==> config.mk <==
export PLATFORM = sky130hd
export DESIGN_NAME = alsu_flag_unit
export DESIGN_NICKNAME = d
export VERILOG_FILES = /design/src/rtl/alsu_flag_unit.sv
export SDC_FILE = /design/constraint.sdc
export NUM_CORES = 1
export LEC_CHECK = 0
export ABC_AREA = 1
export CORE_AREA = 2 2 39 41
export DETAILED_ROUTE_END_ITERATION = 8
export DIE_AREA = 0 0 41 43
export PLACE_DENSITY_LB_ADDON = 0.2
export SLEW_MARGIN = 30
export SYNTH_ARGS = -nofsm -noshare
export SYNTH_HDL_FRONTEND = slang
export SYNTH_SLANG_ARGS = --single-unit
==> constraint.sdc <==
create_clock -name Clk -period 1.05 [get_ports Clk]
set_clock_uncertainty 0.1 [all_clocks]
set_input_delay 0.105 -clock Clk [delete_from_list [all_inputs] [get_ports Clk]]
set_output_delay 0.105 -clock Clk [all_outputs]
set_load 0.01 [all_outputs]
==> src/rtl/alsu_flag_unit.sv <==
// Flag generation for an ALSU: registered carry/zero/negative/overflow flags,
// a sticky carry, and a two-state chain tracker for multi-word zero detection.
module alsu_flag_unit #(
  parameter int               WIDTH   = 4,
  parameter int               SEL_W   = 5,
  parameter logic [SEL_W-1:0] ADD_SEL = 5'b00000,
  parameter logic [SEL_W-1:0] SUB_SEL = 5'b00001,
  parameter logic [SEL_W-1:0] INC_SEL = 5'b01110,
  parameter logic [SEL_W-1:0] DEC_SEL = 5'b01111
) (
  input  logic             Clk,
  input  logic             Rst,
  input  logic             Valid_In,
  input  logic [SEL_W-1:0] Sel,
  input  logic [WIDTH-1:0] Result,
  input  logic             Operand_A_Msb,
  input  logic             Operand_B_Msb,
  input  logic             Carry_Out_From_Adder,
  input  logic             Carry_Out_From_Subtractor,
  input  logic             Carry_Out_From_Incrementer,
  input  logic             Carry_Out_From_Decrementer,
  input  logic             Chain_In,
  input  logic             Sticky_En,
  input  logic             Flag_Clear,
  output logic             Carry_Out,
  output logic             Zero_Flag,
  output logic             Negative_Flag,
  output logic             Overflow_Flag,
  output logic             Sticky_Carry,
  output logic             Flags_Valid,
  output logic             Chain_Active
);

  typedef enum logic {
    S_IDLE  = 1'b0,
    S_CHAIN = 1'b1
  } state_t;

  state_t r_state;
  state_t w_state_next;

  logic w_carry;
  logic w_ovf;
  logic w_res_msb;
  logic w_res_zero;
  logic w_zero_next;
  logic w_update;

  logic r_carry;
  logic r_zero;
  logic r_neg;
  logic r_ovf;
  logic r_sticky;
  logic r_flags_valid;

  assign w_res_msb  = Result[WIDTH-1];
  assign w_res_zero = (Result == '0);
  assign w_update   = Valid_In & ~Flag_Clear;

  // Opcode-dependent carry source and signed-overflow rule
  always_comb begin
    w_carry = 1'b0;
    w_ovf   = 1'b0;
    case (Sel)
      ADD_SEL: begin
        w_carry = Carry_Out_From_Adder;
        w_ovf   = (Operand_A_Msb == Operand_B_Msb) & (w_res_msb != Operand_A_Msb);
      end
      SUB_SEL: begin
        w_carry = Carry_Out_From_Subtractor;
        w_ovf   = (Operand_A_Msb != Operand_B_Msb) & (w_res_msb != Operand_A_Msb);
      end
      INC_SEL: begin
        w_carry = Carry_Out_From_Incrementer;
        w_ovf   = ~Operand_A_Msb & w_res_msb;
      end
      DEC_SEL: begin
        w_carry = Carry_Out_From_Decrementer;
        w_ovf   = Operand_A_Msb & ~w_res_msb;
      end
      default: begin
        w_carry = 1'b0;
        w_ovf   = 1'b0;
      end
    endcase
  end

  // Inside a chain the zero flag accumulates over every word seen so far
  assign w_zero_next = (r_state == S_CHAIN) ? (r_zero & w_res_zero) : w_res_zero;

  always_ff @(posedge Clk or posedge Rst) begin
    if (Rst) begin
      r_state <= S_IDLE;
    end else begin
      r_state <= w_state_next;
    end
  end

  always_comb begin
    w_state_next = r_state;
    if (Flag_Clear) begin
      w_state_next = S_IDLE;
    end else if (Valid_In) begin
      case (r_state)
        S_IDLE:  if (Chain_In)  w_state_next = S_CHAIN;
        S_CHAIN: if (!Chain_In) w_state_next = S_IDLE;
        default: w_state_next = S_IDLE;
      endcase
    end
  end

  always_ff @(posedge Clk or posedge Rst) begin
    if (Rst) begin
      r_carry       <= 1'b0;
      r_zero        <= 1'b0;
      r_neg         <= 1'b0;
      r_ovf         <= 1'b0;
      r_sticky      <= 1'b0;
      r_flags_valid <= 1'b0;
    end else if (Flag_Clear) begin
      r_carry       <= 1'b0;
      r_zero        <= 1'b0;
      r_neg         <= 1'b0;
      r_ovf         <= 1'b0;
      r_sticky      <= 1'b0;
      r_flags_valid <= 1'b0;
    end else begin
      r_flags_valid <= Valid_In;
      if (w_update) begin
        r_carry  <= w_carry;
        r_zero   <= w_zero_next;
        r_neg    <= w_res_msb;
        r_ovf    <= w_ovf;
        r_sticky <= r_sticky | (Sticky_En & w_carry);
      end
    end
  end

  assign Carry_Out     = r_carry;
  assign Zero_Flag     = r_zero;
  assign Negative_Flag = r_neg;
  assign Overflow_Flag = r_ovf;
  assign Sticky_Carry  = r_sticky;
  assign Flags_Valid   = r_flags_valid;
  assign Chain_Active  = (r_state == S_CHAIN);

endmodule
==> results <==
- From synthesis to final layout, the design area changed by 77.1%.
- The max-slew headroom at the worst pin is about 82%.
- The clock insertion delay at the later pin of the skew report is approximately 0.24 ns.
- TritonCTS built the clock tree.
- The data arrival time of the worst path is 1.02 ns.
- The post-placement cell count is approximately 110.
- The synthesized design spends more area on one cell type than any other, namely dfrtp_1.
- The portion of synthesized cell area occupied by the leading cell type is slightly below 40%.
- The highest fanout seen on the critical path is 4.
- The floorplan step set the die height to between 40 and 50 um.
- The number of buffers inserted by port buffering is 27.
- In the global route stage, overall resource usage came out at 15.0%.
- Yosys mapped the design onto 15 distinct sky130hd cell types.
- The first-pass iteration count of the detailed router is 4.
- The repair_antennas step left the layout with diodes totalling 0.
- The total overflow reported by the global router is 0.
- The power per unit of standard cell area is between 800 and 900 nW/um^2.
- For this block, the initial DRC count from the detailed router was 2.
- The share of flip-flops with an asynchronous set or reset after synthesis is 100%.
- The global-route layer with the greatest usage is met2.
- The total via count after detailed routing is ~540.
- For this run, global-route usage on met2 was measured as between 20% and 30%.
- Setup repair after global routing left no endpoint under its margin.
- The critical path required time is about 1.1 ns.
- The post-route core utilization is between 50% and 60%.
- In the synthesized netlist, the number of instances is 66.
- The minimum period implied by the final worst setup slack is between 0.9 and 1 ns.
- The worst setup margin is between 0.06 and 0.07 ns.
- The initial antenna violation count is 0.
- The sum of negative setup slack is 0 ns.
- The global-route wire length before repair is 1750 um.
- The reported max-cap violation count is 0.
- The post-route worst hold slack is 0.192 ns.
- The number of hold-slack violations in the final timing report is 0.
- The cell chosen for the clock root is clkbuf_4.
- The detail route stage leaves a number of antenna-violating nets equal to 0.
- The H-tree depth is 1.
- The number of standard cells in the layout, taps in and fillers out is 119.
- The type of origin of the critical path is an input port.
- The final number of setup-violating endpoints is 0.
- The area inside the core boundary is roughly 1400 sq um.
- The worst setup path is captured at a register.
- At the pin with the least slew margin, the transition time is approximately 0.26 ns.
- The number of global-route vias before repair is 474.
- The number of rows in the core area is 14.
- The floorplan step set the die width to about 40 um.
- After detailed routing, the number of remaining DRC violations is 0.
- By count the netlist is led by nand2_1 (24), inv_1 (10), nand3_1 (9).
- Using the TritonRoute via totals, the vias-per-cell ratio works out to between 4 and 5.
- In this run the post-CTS setup repair buffer count came out at 0.
- The net count of the finished layout is ~130.
- The worst setup slack before clock tree synthesis is -0.352 ns.
- The max-slew violation count is 0.
- Entering global routing, the biggest net connects 8 pins.
- The share of the clock period used by the worst path is approximately 94%.
- In the global route stage, met1 resource usage came out at between 10% and 20%.
- The dominant register cell in the synthesized netlist is dfrtp_1.
- The critical path class is in2reg.
- The synthesized design contains 0 enable-type register cells.
- The HPWL after detailed placement is 854 um.
- In this run the static leakage power is between 0.4 and 0.5 nW.
- The total detailed-routing wirelength is around 1100 um.
- The share of synthesized area occupied by flip-flops and latches is 38.7%.
- The mean area per synthesized cell is roughly 6.9 sq um.
- After clock tree synthesis, the clock-pin slew on the worst setup and hold paths is roughly 0.050 ns.
- The post-synthesis instance area is around 450 sq um.
- Ranked by total cell area, the synthesized netlist is headed by dfrtp_1 (39%), nand2_1 (20%), nand3_1 (9.9%).
- Counting flops and latches in the post-synthesis netlist gives 7.
- The worst IR drop on VDD is 0.000342 V.
- The flow ran to the end, and the final reports show no timing, DRC or antenna violations.
- The most numerous cell in the Yosys netlist is nand2_1.
- During synthesis, Yosys emitted a total of 0 warnings.
- The tightest min-delay check is of the in2reg type.
- Once the floorplan was initialized, standard cells occupied 32.7% of the core.
- The buffer depth of the longest clock path is 2.
- The area of the die is between 1500 and 2000 sq um.
- Routability-driven placement finished with a final weighted congestion of about 0.74.
- The post-route netlist has between 20% and 30% of its cells at a drive strength greater than 1.
- After detailed routing, the average wire length per cell comes to between 9 and 10 um.
- In the global route stage, met3 resource usage came out at 1.57%.
- For this design the top-level I/O count stands at 28.
- For this design, the sink count on the clock tree is 7.
- In this run, CTS created clock tree buffers numbering 3.
- The synthesized netlist net count is 89.
- The highest clock frequency the design can meet is approximately 1000 MHz.
## path summary, 6_finish.rpt
kind	from	endpoint	slack, ns	cells past startpoint
min in group asynchronous	Rst	Overflow_Flag	0.57	3
hold reg to reg	Sticky_Carry	Sticky_Carry	0.37	2
hold / removal	Result[3]	Negative_Flag	0.19	3
setup reg to reg	Chain_Active	Chain_Active	0.10	2
setup / recovery	Flag_Clear	Chain_Active	0.06	5
max in group asynchronous	Rst	Zero_Flag	0.07	3
## critical path, cell delays in order
cell	delay (ns)
clkdlybuf4s50_1	0.47
inv_1	0.06
nand2_2	0.12
inv_1	0.07
a22o_1	0.18
## routing by layer
layer | wire, um | part of all wire [%] | vias up
met5 | 0 | 0 | -
met4 | 19 | 1.7 | 0
met3 | 76 | 6.9 | 2
met2 | 587 | 54 | 18
met1 | 413 | 38 | 233
li1 | - | - | 283
## cell type report
cell class              instances  area, sq um
clock buffers                   4         26.3
inverters                      11         41.3
fillers                       149          582
well taps                      16         20.0
multi-input cells              48          262
flip-flops and latches          7          175
repair buffers                 33          278
## through the flow
| step | area (sq um) | power, mW |
|---|---|---|
| floorplan | 453 | 0.340 |
| global placement | 781 | 0.457 |
| detailed placement | 781 | 0.459 |
| CTS | 785 | 0.696 |
| global route | 802 | 0.737 |
| finish | 802 | 0.690 |
## logic make-up after synthesis
group,Yosys count,share of synthesized area [%]
AO/OA/AOI/OAI,4,6.08
adder cells (fa/ha/maj),2,5.52
flip-flops,7,38.7
AND/OR/NAND/NOR,42,40.6
buffers and inverters,11,9.12
## report_power, final
part	internal, mW	switching (mW)
clock network	0.145	0.0941
logic	0.0960	0.0748
registers	0.277	0.00291
## registers in the layout, indices dropped and copies added (netlist names)
signal and cells:
Sticky_Carry 1, Chain_Active 1, Overflow_Flag 1, Carry_Out 1, Flags_Valid 1, Negative_Flag 1, Zero_Flag 1
## placed cells by master (no fill, tap or decap), types with 2 or more instances in the layout
cell	netlist	final
nor2_1	5	3
nand3_1	9	9
nor2_4	1	2
dfrtp_1	7	7
clkdlybuf4s50_1	0	13
inv_2	1	2
buf_4	0	5
nor2_2	1	2
nand2_1	24	21
dlygate4sd2_1	0	6
buf_2	0	6
nand2_2	1	4
ha_1	2	2
inv_1	10	9
clkbuf_4	0	3
## timing repair
action | in CTS | in global routing
endpoints found under the setup margin | 9 | 5
pin swaps | 5 | 2
endpoints found under the hold margin | 7 | 0
resized for setup | 35 | 7
hold buffers | 1 | 0
Power figures use the tool's default switching activity.
